<file path="config.mk">
export PLATFORM = sky130hd
export DESIGN_NAME = freqdiv_prog
export DESIGN_NICKNAME = d
export VERILOG_FILES = /design/src/rtl/freqdiv_prog.sv
export SDC_FILE = /design/constraint.sdc
export NUM_CORES = 1
export LEC_CHECK = 0
export BUFFER_PORTS_ARGS = -buffer_cell sky130_fd_sc_hd__buf_2
export CELL_PAD_IN_SITES_DETAIL_PLACEMENT = 0
export CELL_PAD_IN_SITES_GLOBAL_PLACEMENT = 2
export CORE_MARGIN = 10
export CORE_UTILIZATION = 35
export DETAILED_ROUTE_END_ITERATION = 7
export PLACE_DENSITY_LB_ADDON = 0.1
export REMOVE_ABC_BUFFERS = 1
export SETUP_SLACK_MARGIN = 0.15
export SLEW_MARGIN = 20
export SYNTH_ARGS = -nofsm -noshare
export SYNTH_HDL_FRONTEND = slang
export SYNTH_SLANG_ARGS = --single-unit
</file>
<file path="constraint.sdc">
create_clock -name clkin -period 4 [get_ports clkin]
set_input_delay 0.2 -clock clkin [delete_from_list [all_inputs] [get_ports clkin]]
set_output_delay 0.2 -clock clkin [all_outputs]
set_load 0.02 [all_outputs]
</file>
<file path="src/rtl/freqdiv_prog.sv">
// Programmable square-wave / tick divider: clkout toggles every hp_q+1 enabled clkin cycles.
// Divisor changes are held in a pending register and applied only at a toggle boundary.
module freqdiv_prog #(
  parameter int unsigned CNT_W = 32,
  parameter int unsigned P0    = 50000000,
  parameter int unsigned P1    = 150000000,
  parameter int unsigned P2    = 25000000
) (
  input  logic             clkin,
  input  logic             reset,
  input  logic             en,
  input  logic [1:0]       sel,
  input  logic             cfg_valid,
  input  logic [CNT_W-1:0] cfg_data,
  output logic             cfg_ready,
  output logic             clkout,
  output logic             tick,
  output logic             pending
);

  localparam logic [CNT_W-1:0] P0_C = CNT_W'(P0);
  localparam logic [CNT_W-1:0] P1_C = CNT_W'(P1);
  localparam logic [CNT_W-1:0] P2_C = CNT_W'(P2);

  localparam logic [0:0] ST_RUN  = 1'b0;
  localparam logic [0:0] ST_PEND = 1'b1;

  logic [CNT_W-1:0] cont_q, cont_d;
  logic [CNT_W-1:0] hp_q, hp_d;
  logic [CNT_W-1:0] cust_q, cust_d;
  logic [CNT_W-1:0] nxt_q, nxt_d;
  logic [0:0]       state_q, state_d;
  logic             clkout_q, clkout_d;
  logic             tick_q, tick_d;

  logic [CNT_W-1:0] target;
  logic             boundary;

  always_comb begin
    case (sel)
      2'b00:   target = P0_C;
      2'b01:   target = P1_C;
      2'b10:   target = P2_C;
      default: target = cust_q;
    endcase
  end

  assign boundary  = en && (cont_q == hp_q);
  assign cfg_ready = (state_q == ST_RUN);
  assign pending   = (state_q == ST_PEND);
  assign clkout    = clkout_q;
  assign tick      = tick_q;

  always_comb begin
    // NOTE: every _d gets a hold default first so no path through this block infers a latch.
    cont_d   = cont_q;
    clkout_d = clkout_q;
    tick_d   = 1'b0;
    hp_d     = hp_q;
    cust_d   = cust_q;
    nxt_d    = nxt_q;
    state_d  = state_q;

    if (en) begin
      if (cont_q == hp_q) begin
        cont_d   = '0;
        clkout_d = ~clkout_q;
        tick_d   = 1'b1;
      end else begin
        cont_d = cont_q + CNT_W'(1);
      end
    end

    if (cfg_valid && cfg_ready) begin
      cust_d = cfg_data;
    end

    // hp_q only moves while cont is being cleared, so cont can never run past it.
    case (state_q)
      ST_RUN: begin
        if (target != hp_q) begin
          nxt_d   = target;
          state_d = ST_PEND;
        end
      end
      ST_PEND: begin
        nxt_d = target;
        if (boundary) begin
          hp_d    = nxt_q;
          state_d = ST_RUN;
        end
      end
      default: state_d = ST_RUN;
    endcase
  end

  always_ff @(posedge clkin) begin
    // NOTE: state registers use non-blocking assignment so every flop samples pre-edge values.
    if (reset) begin
      cont_q   <= '0;
      clkout_q <= 1'b0;
      tick_q   <= 1'b0;
      hp_q     <= P0_C;
      cust_q   <= P0_C;
      nxt_q    <= P0_C;
      state_q  <= ST_RUN;
    end else begin
      cont_q   <= cont_d;
      clkout_q <= clkout_d;
      tick_q   <= tick_d;
      hp_q     <= hp_d;
      cust_q   <= cust_d;
      nxt_q    <= nxt_d;
      state_q  <= state_d;
    end
  end

endmodule

</file>
## Word level (Yosys, flattened, before mapping)

Index checks and enable logic that the tools add are counted.

- Register bits: 131
- Bits of input ports: 38
- Word-level logic and storage cells: 30

- $add $sub $neg: 1
- Equality and inequality tests: 5
- Mux-type cells: 8
- Bitwise operators: 3
- Reduce and logical (&&, ||, !) cells: 6

Operators by type and width:

| operator | number |
|---|---|
| 32-bit one-hot mux with 3 select lines | 1 |
| 32-bit two-way mux | 2 |
| 32-bit one-hot mux with 2 select lines | 1 |
| 32-bit by 1-bit adder with 32-bit output, second input constant | 1 |
| 32-bit == test | 1 |
| 32-bit inequality test | 1 |
| 2-bit AND reduction | 2 |
| 1-bit two-way mux | 3 |
| 1-bit NOT | 3 |
| 2-bit by 1-bit == test with 1-bit output, second input constant | 1 |
| 2-bit == test, second input constant | 1 |
| 1-bit logical AND | 2 |
| 2-bit logical NOT | 1 |
| 2-bit by 1-bit inequality test with 1-bit output, second input constant | 1 |
| 1-bit one-hot mux with 2 select lines | 1 |
| 2-bit OR reduction | 1 |

## Logic depth before layout (Yosys ltp)

Gate-level depths: netlist of the first run.

- Depth in word-level cells: 5
- Mapped depth: 12
- Gate-level depth less buffers: 8

## Worst setup path after synthesis of the first run

Ideal clock, no wire load.

- Path kind: register to register
- From: register hp_q[12]
- To: register hp_q[12]
- Setup time: 0.129 ns
- Arrival time: 1.907 ns
- Data required time: 3.871 ns
- Path slack: 1.963 ns
- Cell stages (with the launch flop): 9
- Buffers on the path: 1
- Clock period less this slack: 2.037 ns
- Cells stage by stage: dfxtp_1 -> xnor2_1 -> nand2_1 -> or4_1 -> nor3_4 -> nand2_2 -> buf_4 -> mux2i_1 -> nand2_1

- Longest elaborated chain between the ends: 3

Ends and longest elaborated chain:

| item | line | source |
|---|---|---|
| start, declared | 29 | `logic [CNT_W-1:0] hp_q, hp_d;` |
| start signal, assigned | 111 | `hp_q <= hp_d;` |
| 32-bit == test | 48 | `assign boundary = en && (cont_q == hp_q);` |
| 1-bit logical AND | 48 |  |
| 2-bit AND reduction (no line) | - |  |

No other way between the ends.
A chain may end at the register's enable or synchronous reset.

## Worst setup path in the final report of the first run

- From: input sel[1]
- To: register nxt_q[31]

- Longest elaborated chain between the ends: 4
- Elaborated cells between the ends (all ways): 8

Ends and longest elaborated chain:

| item | line | source |
|---|---|---|
| start, declared | 12 | `input logic [1:0] sel,` |
| 2-bit == test, or another cell as far along | 40 | `case (sel)` |
| 32-bit one-hot mux with 3 select lines (*) | 40 |  |
| 32-bit inequality test or 32-bit two-way mux (tied branches) | 81 | `if (target != hp_q) begin` |
| 2-bit by 1-bit inequality test with 1-bit output (no line) or 32-bit one-hot mux with 2 select lines (tied branches) | - |  |
| end signal, assigned | 113 | `nxt_q <= nxt_d;` |
| end, declared | 31 | `logic [CNT_W-1:0] nxt_q, nxt_d;` |

Mark *: on every way between the ends. The rest lies on a longest branch, timed or not. The select of a mux whose other input is x is not followed.

==> impl_metrics.py, run 1 <==
metrics = {
    "cts": {
        "clockBufferDepth": 2,
        "clk_latency_ns": 0.41,
        "post_cts_buffers": 0,
        "cts-root-buf": "clkbuf_16",
        "clk_pin_slew_ns": 0.06,
        "cts_resized": 0,
        "htree_num_levels": 4,
        "cts_tree": "done",
        "cts_sinks": 131,
        "cts_buffers": 17,
    },
    "critical_path": {
        "cp-end-kind": "flip-flop",
        "worst-path-max-fanout": 36,
        "cp_common_cell": "and4_1",
        "cp-start-kind": "primary input",
        "critPathMaxStageDelay_ns": 0.58,
        "crit_type": "in -> reg",
        "cp.arrival_ns": 3.11,
        "crit_chain": "buf_2 -> and2_4 -> a21boi_0 -> a2111oi_0 -> and4_1 -> and4_1 -> buf_4 -> a211oi_1 -> a31o_2",
        "cp_slowest_cell": "and4_1",
        "cp.required_ns": 4.31,
    },
    "grt": {
        "grt_pass1_wl_mm": 29.0,
        "grt.total_usage_pct": 15.4,
        "grt_overflow": 0,
        "grt_antenna_before_repair": 0,
        "grt_max_degree": 39,
        "grt_pass1_vias": 5113,
    },
    "synthesis": {
        "synth-seq-cells": 131,
        "synthCells": 751,
        "syn-cell-area_sq_um": 6290,
        "ys_types": 64,
        "synth.avg_cell_area_sq_um": 8.38,
        "ys_seq_area_share_pct": 41.7,
        "async_flop_share_pct": 0,
        "ys_warn_count": 0,
        "synth_edf_count": 0,
        "ys.flop_type": "dfxtp_1",
    },
    "sta": {
        "hold-worst-slack_ns": 0.0190,
        "post-route-min-period_ns": 2.80,
        "clock.fmax_mhz": 357,
        "rsz0062_at_grt": "false",
        "slew_headroom_pct": 38.2,
        "hold_viol_final": 0,
        "finalClockSkew_ns": 0.0104,
        "tns_ns": 0,
        "finalMaxSlewViolations": 0,
        "worst_pin_slew_ns": 0.926,
        "setup_viol": 0,
        "finalCritPeriodShare_pct": 70.0,
    },
    "detailed_routing": {
        "drt_iter0_markers": 287,
        "wl_per_cell_um": 17.8,
        "vias": 5214,
        "drt-total-wl_mm": 18.2,
        "drtAntennaViolNets": 0,
        "drc": 0,
        "vias_per_cell": 5.11,
        "firstDrtPassIters": 4,
    },
    "die": {
        "die-height_um": 154,
        "start_util_pct": 36.0,
        "dieArea_sq_um": 23700,
        "rows": 48,
        "core_sq_um": 17500,
        "fp.dieW_um": 154,
        "pin_count": 42,
    },
    "hold_path": {
        "hp-class": "in -> reg",
    },
    "cells_and_area": {
        "area_growth_pct": 15.7,
        "n_antenna_cell": 0,
        "finalInstanceArea_sq_um": 7280,
        "drive_above_1_share_pct": 12.2,
        "post-route-util_pct": 41.7,
        "nNetsFinal": 825,
    },
    "power_and_ir_drop": {
        "sequentialPowerShare_pct": 43.7,
        "pwr-share-comb_pct": 6.4,
        "ir_drop_mv": 0.290,
        "power_frac_clock_pct": 49.9,
        "powerDensity_nw_per_um2": 429,
        "p_int_uw": 2410,
        "p_switching_uw": 714,
        "power_uw": 3120,
        "p_leak_uw": 0.00298,
        "sw_frac_of_total_pct": 22.9,
    },
    "place": {
        "gp_congestion": 0.899,
        "io_buffers": 41,
        "dpl_cell_area_sq_um": 6570,
        "hpwl_mm": 13.3,
    },
    "run_status": {
        "status": "completed",
    },
    "flow_run": {
        "cap_violations": 0,
    },
}
-- placed cells by master (no fill, tap or decap), types with 8 or more instances in the layout --
cell type | synthesis | routed
a21oi_1 | 54 | 54
a31o_1 | 12 | 12
buf_2 | 8 | 41
buf_4 | 8 | 9
clkbuf_16 | 0 | 17
dfxtp_1 | 131 | 131
dlygate4sd3_1 | 0 | 12
inv_1 | 22 | 22
mux2i_1 | 39 | 39
nand2_1 | 116 | 115
nand2b_1 | 9 | 9
nand3_1 | 29 | 29
nand4_1 | 14 | 14
nor2_1 | 84 | 83
nor2b_1 | 10 | 9
nor3_1 | 8 | 8
nor4_1 | 12 | 12
o21ai_0 | 11 | 11
xnor2_1 | 25 | 25
xor2_1 | 39 | 39
-- synthesized netlist by cell type (2+ instances only) --
| cell | count | area share [%] |
|---|---|---|
| nand2b_1 | 9 | 0.89 |
| nor2b_1 | 10 | 0.99 |
| a32oi_1 | 3 | 0.42 |
| clkbuf_1 | 22 | 1.3 |
| a31o_1 | 12 | 1.7 |
| dfxtp_1 | 131 | 42 |
| and4_1 | 4 | 0.56 |
| nand4_1 | 14 | 1.4 |
| o32ai_1 | 3 | 0.42 |
| a211o_1 | 2 | 0.28 |
| nand3_2 | 2 | 0.32 |
| nor2_1 | 84 | 5.0 |
| a2111oi_0 | 3 | 0.42 |
| a211oi_1 | 7 | 0.83 |
| buf_4 | 8 | 0.95 |
| nor4_1 | 12 | 1.2 |
| a21o_1 | 3 | 0.36 |
| a21boi_1 | 3 | 0.36 |
| a21oi_1 | 54 | 4.3 |
| buf_12 | 2 | 0.64 |
| nand2_1 | 116 | 6.9 |
| o21ai_1 | 7 | 0.56 |
| buf_6 | 5 | 0.89 |
| o22ai_1 | 6 | 0.60 |
| a31oi_1 | 4 | 0.40 |
| a21boi_0 | 2 | 0.24 |
| o221ai_1 | 3 | 0.42 |
| nand3b_1 | 2 | 0.24 |
| nor4bb_1 | 2 | 0.32 |
| xor2_1 | 39 | 5.4 |
| xnor2_1 | 25 | 3.5 |
| buf_2 | 8 | 0.64 |
| o211ai_1 | 4 | 0.48 |
| inv_1 | 22 | 1.3 |
| nand3_1 | 29 | 2.3 |
| nor3_1 | 8 | 0.64 |
| or3_1 | 3 | 0.30 |
| mux2i_1 | 39 | 6.2 |
| and3_1 | 2 | 0.20 |
| or2_2 | 3 | 0.30 |
| o21ai_0 | 11 | 0.87 |
-- kinds of logic after synthesis --
| group | synth area share (%) |
|---|---|
| buffers and inverters | 5.96 |
| adders and majority gates | 0.199 |
| DFF | 41.7 |
| and+or+nand+nor | 22.9 |
| xor gates and xnor gates | 8.90 |
| AOI/OAI and AO/OA | 14.2 |
| muxes | 6.20 |
-- per-layer routing --
| layer | up-vias | share of wire (%) | global-route usage, % |
|---|---|---|---|
| met4 | 0 | 1.7 | 5.49 |
| li1 | 2662 | - | - |
| met5 | - | 0 | 0 |
| met2 | 79 | 46 | 23.9 |
| met1 | 2457 | 49 | 20.3 |
| met3 | 16 | 3.3 | 3.43 |
-- flip-flops by register name, indices dropped and copies added (netlist names) --
| name | cells |
|---|---|
| cust_q | 32 |
| cont_q | 32 |
| clkout | 1 |
| tick | 1 |
| pending | 1 |
| hp_q | 32 |
| nxt_q | 32 |
-- cell type report --
cell class                      count  area (sq um)
Clock buffer                       19           453
Clock inverter                     10           135
Timing Repair Buffer               62           393
Sequential cell                   131          2620
Multi-Input combinational cell    550          3300
Fill cell                        1778         10200
Tap cell                          225           282
Inverter                           24          92.6
-- worst max-delay path: cells and delay by family --
family                 cells  cell delay, ns
AO/OA/AOI/OAI              4            0.85
buffers and inverters      2            0.84
AND/OR/NAND/NOR            3            1.19
-- worst paths after layout --
check,start,to,slack (ns),cells after the start
worst min-delay path,cfg_data[31],cust_q[31],0.02,3
worst max-delay path,sel[1],nxt_q[31],1.20,9
worst min register to register,nxt_q[19],hp_q[19],0.47,2
worst max register to register,hp_q[25],nxt_q[18],1.22,8
-- per-stage QoR --
stage / setup slack [ns] / instances
floorplan: 1.29 / 705
global route: 0.934 / 1021
CTS: 1.18 / 1021
global placement: 0.895 / 980
detailed placement: 0.776 / 980
finish: 1.20 / 1021
-- power groups by stage --
| stage | clock network, uW | registers (uW) | logic [uW] |
|---|---|---|---|
| 5_1_grt | 1650 | 1370 | 225 |
| 6_report | 1560 | 1370 | 199 |
| 4_1_cts | 1590 | 1370 | 201 |
| 3_5_place_dp | 0 | 1390 | 192 |
| 3_3_place_gp | 0 | 1400 | 188 |
| 2_1_floorplan | 0 | 1380 | 109 |
-- timing repair --
item,4_1_cts,5_1_grt
endpoints found under the setup margin,0,0
endpoints found under the hold margin,12,0
hold buffers,12,0
No activity file was read; power rests on OpenSTA's default activity.
==> inputs of run 2 (changes only) <==
==> constraint.sdc (replaced) <==
create_clock -name clkin -period 2.8 [get_ports clkin]
set_input_delay 0.14 -clock clkin [delete_from_list [all_inputs] [get_ports clkin]]
set_output_delay 0.14 -clock clkin [all_outputs]
set_load 0.02 [all_outputs]
==> run 2 against run 1 <==
  * Hold slack better by 0.029 ns
  * Largest power group unchanged
  * Clock power rose by 45%
  * Utilization increased by 1.9 points
  * Final cell count increased by 3.4%
  * Sequential share of layout area fell by 1.6 points
  * Die area is the same
  * Via count is 4.1% higher
  * Non-clock buffer count is 33 higher
  * Total power up 45%
  * Worst setup slack got worse by 0.83 ns
  * Critical path type is now reg -> reg
==> impl_metrics.py, run 2 (synthesis results as in run 1) <==
metrics = {
    "cts": {
        "clockBufferDepth": 2,
        "cts_tree": "done",
        "cts_buffers": 17,
        "clk_latency_ns": 0.42,
        "clk_pin_slew_ns": 0.06,
        "cts-root-buf": "clkbuf_16",
        "htree_num_levels": 4,
        "cts_sinks": 131,
        "cts_resized": 0,
    },
    "die": {
        "dieArea_sq_um": 23700,
        "fp.dieW_um": 154,
        "pin_count": 42,
        "core_sq_um": 17500,
        "start_util_pct": 36.0,
        "rows": 48,
        "die-height_um": 154,
    },
    "sta": {
        "fin_ws_ns": 0.368,
        "finalClockSkew_ns": 0.00750,
        "setup_viol": 0,
        "finalMaxSlewViolations": 0,
        "worst_pin_slew_ns": 0.578,
        "hold_viol_final": 0,
        "post-route-min-period_ns": 2.43,
        "tns_ns": 0,
        "rsz0062_at_grt": "false",
        "finalCritPeriodShare_pct": 86.9,
        "slew_headroom_pct": 60.5,
        "clock.fmax_mhz": 411,
    },
    "cells_and_area": {
        "final_cells": 1056,
        "most-common-layout-cells": "dfxtp_1, nand2_1, nor2_1, a21oi_1, buf_2",
        "nFillCells": 1776,
        "nNetsFinal": 858,
        "final_common_cell": "dfxtp_1",
        "drive_above_1_share_pct": 13.0,
        "area_growth_pct": 21.0,
        "n_antenna_cell": 0,
    },
    "grt": {
        "grt_max_degree": 33,
        "grt_overflow": 0,
        "grt_antenna_before_repair": 0,
        "grt_pass1_vias": 5382,
        "grt_pass1_wl_mm": 29.9,
        "grt.total_usage_pct": 15.7,
    },
    "critical_path": {
        "cp.arrival_ns": 2.75,
        "cp-end-kind": "flip-flop",
        "cp.required_ns": 3.11,
        "crit_type": "reg -> reg",
        "worst-path-max-fanout": 13,
        "cp-start-kind": "flip-flop",
        "reg2reg_depth": 8,
    },
    "detailed_routing": {
        "wl_met3_um": 670,
        "wl_met1_mm": 8.98,
        "drt_iter0_markers": 365,
        "drc": 0,
        "vias_per_cell": 5.14,
        "vias": 5430,
        "wl_met2_mm": 8.69,
        "drtAntennaViolNets": 0,
        "drt-total-wl_mm": 18.5,
        "top_layer": "met4",
        "firstDrtPassIters": 5,
        "wl_per_cell_um": 17.6,
    },
    "flow_run": {
        "cap_violations": 0,
    },
    "place": {
        "gp_congestion": 0.897,
        "pre_cts_slack_ns": 0.230,
        "io_buffers": 41,
        "hpwl_mm": 13.6,
        "numPlacedInstances": 993,
    },
    "run_status": {
        "status": "completed",
    },
    "hold_path": {
        "min_path_cells": 3,
        "hp-class": "in -> reg",
    },
    "power_and_ir_drop": {
        "ir_drop_mv": 0.391,
        "p_leak_uw": 0.00315,
        "powerDensity_nw_per_um2": 595,
    },
}
-- run 2: path summary, 6_finish.rpt --
kind / startpoint / endpoint / slack, ns
min reg2reg: cust_q[8] / cust_q[8] / 0.46
max: hp_q[24] / nxt_q[4] / 0.37
min: en / cont_q[0] / 0.05
max reg2reg: hp_q[24] / nxt_q[4] / 0.37
-- run 2: power breakdown --
group	internal (uW)	switching, uW
sequential	1910	44.3
clock	1440	816
combinational	141	183
-- run 2: timing repair --
action,4_1_cts,5_1_grt
endpoints found under the hold margin,32,0
setup endpoints to repair,0,0
buffers inserted,0,0
hold buffers,32,0
-- run 2: final cells by class --
type	instances	area (sq um)	share of cell area (%)
flip-flops and latches	131	2620	34.4
clock buffers	22	464	6.09
multi-input cells	550	3300	43.3
inverters	24	92.6	1.22
repair buffers	95	728	9.56
well taps	225	282	3.69
clock inverters	9	129	1.69
-- run 2: worst max-delay path, stage by stage, from the launching register on --
cell	delay [ns]
dfxtp_1	0.41
inv_1	0.13
o21a_1	0.12
a311o_1	0.31
a222oi_1	0.34
and4_1	0.43
buf_4	0.27
a211oi_1	0.10
a31o_1	0.21
-- run 2: stage by stage --
stage	utilization, %	power [uW]	cell area, sq um	hold slack, ns
floorplan	-	2130	6010	0.209
global placement	38.4	2280	6710	0.347
detailed placement	38.4	2280	6710	0.356
CTS	43.6	4580	7620	0.0364
global route	43.6	4710	7620	0.0654
finish	43.6	4530	7620	0.0478
-- run 2: per-layer routing --
| metal | vias up | global-route usage, % |
|---|---|---|
| li1 | 2725 | - |
| met1 | 2588 | 20.4 |
| met2 | 101 | 25.4 |
| met3 | 16 | 3.38 |
| met4 | 0 | 4.41 |
| met5 | - | 0 |
==> inputs of run 3 (changes only) <==
--- a/config.mk
+++ b/config.mk
@@ -12,7 +12,6 @@
 export CORE_UTILIZATION = 35
 export DETAILED_ROUTE_END_ITERATION = 7
 export PLACE_DENSITY_LB_ADDON = 0.1
-export REMOVE_ABC_BUFFERS = 1
 export SETUP_SLACK_MARGIN = 0.15
 export SLEW_MARGIN = 20
 export SYNTH_ARGS = -nofsm -noshare
==> run 3 against run 2 <==
  * Global-route usage increased by 0.082 points
  * Critical endpoint is now hp_q[15]
  * Register-to-register slack got worse by 0.06 ns
  * Fmax fell by 2.2%
==> impl_metrics.py, run 3 (synthesis results as in run 1) <==
metrics = {
    "critical_path": {
        "cp_slowest_cell": "or4_1",
        "crit_chain": "inv_1 -> o22ai_1 -> or4_1 -> nor3_4 -> nand2_2 -> buf_4 -> mux2i_1 -> nand2_1",
        "cp.required_ns": 3.10,
        "cp-end-kind": "flip-flop",
        "cp.arrival_ns": 2.78,
        "crit_type": "reg -> reg",
        "cp-start-kind": "flip-flop",
        "worst-path-max-fanout": 22,
        "critPathMaxStageDelay_ns": 0.62,
    },
    "cells_and_area": {
        "area_growth_pct": 20.8,
        "n_antenna_cell": 0,
        "final_cells": 1058,
        "most-common-layout-cells": "dfxtp_1, nand2_1, nor2_1, a21oi_1, buf_2",
        "drive_above_1_share_pct": 13.3,
        "finalInstanceArea_sq_um": 7600,
        "nNetsFinal": 859,
        "final_common_cell": "dfxtp_1",
    },
    "hold_path": {
        "hp-class": "in -> reg",
    },
    "sta": {
        "finalMaxSlewViolations": 0,
        "hold-worst-slack_ns": 0.0361,
        "tns_ns": 0,
        "setup_viol": 0,
        "finalClockSkew_ns": 0.00691,
        "post-route-min-period_ns": 2.49,
        "rsz0062_at_grt": "false",
        "worst_pin_slew_ns": 0.585,
        "slew_headroom_pct": 60.8,
        "hold_viol_final": 0,
        "clock.fmax_mhz": 402,
        "fin_ws_ns": 0.312,
        "finalCritPeriodShare_pct": 88.8,
    },
    "die": {
        "rows": 48,
        "dieArea_sq_um": 23700,
        "core_sq_um": 17500,
        "start_util_pct": 36.0,
        "pin_count": 42,
        "die-height_um": 154,
        "fp.dieW_um": 154,
    },
    "detailed_routing": {
        "drc": 0,
        "vias_per_cell": 5.12,
        "firstDrtPassIters": 4,
        "drt-total-wl_mm": 18.7,
        "drtAntennaViolNets": 0,
        "vias": 5414,
        "wl_per_cell_um": 17.7,
        "drt_iter0_markers": 351,
    },
    "grt": {
        "grt.total_usage_pct": 15.8,
        "grt_pass1_vias": 5363,
        "grt_max_degree": 36,
        "grt_pass1_wl_mm": 29.9,
        "grt_antenna_before_repair": 0,
        "grt_overflow": 0,
    },
    "place": {
        "dpl_cell_area_sq_um": 6700,
        "pre_cts_slack_ns": 0.281,
        "hpwl_mm": 14.0,
        "gp_congestion": 0.853,
        "io_buffers": 41,
        "numPlacedInstances": 995,
    },
    "cts": {
        "clockBufferDepth": 2,
        "cts_sinks": 131,
        "clk_latency_ns": 0.42,
        "htree_num_levels": 4,
        "cts-root-buf": "clkbuf_16",
        "cts_buffers": 17,
        "clk_pin_slew_ns": 0.06,
        "cts_tree": "done",
    },
    "synthesis": {
        "syn_nets": 790,
    },
    "flow_run": {
        "cap_violations": 0,
    },
    "power_and_ir_drop": {
        "ir_drop_mv": 0.465,
        "p_leak_uw": 0.00314,
        "powerDensity_nw_per_um2": 596,
    },
    "run_status": {
        "status": "completed",
    },
}
==> run 3: cell types whose count changed in the layout (fill, tap and decap cells not counted) <==
| cell | previous run | this run |
|---|---|---|
| clkbuf_8 | 2 | 0 |
| buf_4 | 19 | 23 |
| clkinv_2 | 3 | 2 |
| clkinv_4 | 0 | 3 |
| dlygate4sd3_1 | 32 | 31 |
| buf_12 | 3 | 1 |
| a2111oi_0 | 3 | 2 |
| clkinvlp_4 | 2 | 3 |
| a2111oi_1 | 0 | 1 |
==> run 3: report_power, final <==
part           leakage, uW  internal (uW)  total (uW)  switching, uW
Clock             0.000281           1400        2260            854
Combinational      0.00179            138         323            185
Sequential         0.00107           1910        1950           46.5
Total              0.00314           3450        4530           1080
==> run 3: layer usage <==
| layer | routed length, um | up-vias | GRT usage, % |
|---|---|---|---|
| met1 | 9020 | 2542 | 21.1 |
| met2 | 8560 | 114 | 24.1 |
| met5 | 0 | - | 0 |
| li1 | - | 2733 | - |
| met3 | 777 | 25 | 3.82 |
| met4 | 367 | 0 | 5.49 |
==> run 3: critical path: cells and delay by family (launching register included) <==
family	cells	cell delay [ns]
mux	1	0.21
compound gates	1	0.11
flops	1	0.38
buf+inv	2	0.49
simple gates	4	1.15
==> run 3: area by class of cell <==
cell class,instances,area [sq um]
clock buffers,20,437
well taps,225,282
repair buffers,96,708
clock inverters,12,158
inverters,24,92.6
fillers,1768,9870
multi-input cells,550,3300
flip-flops and latches,131,2620
==> run 3: worst paths after layout <==
kind                start    endpoint  slack (ns)  cells past startpoint
max reg2reg       hp_q[7]    hp_q[15]        0.31                      8
max               hp_q[7]    hp_q[15]        0.31                      8
min          cfg_data[14]  cust_q[14]        0.04                      3
min reg2reg      nxt_q[6]    nxt_q[6]        0.47                      2
==> run 3: timing repair <==
action	in CTS	in global routing
setup buffers	0	0
gates resized for setup	0	1
endpoints found under the setup margin	0	30
hold buffers	31	0
hold endpoints to repair	31	0
==> run 3: stage by stage <==
stage          util (%)  power [uW]
4_1_cts            43.5        4580
2_1_floorplan         -        2180
6_report           43.5        4530
5_1_grt            43.5        4690
3_3_place_gp       38.3        2280
3_5_place_dp       38.3        2290
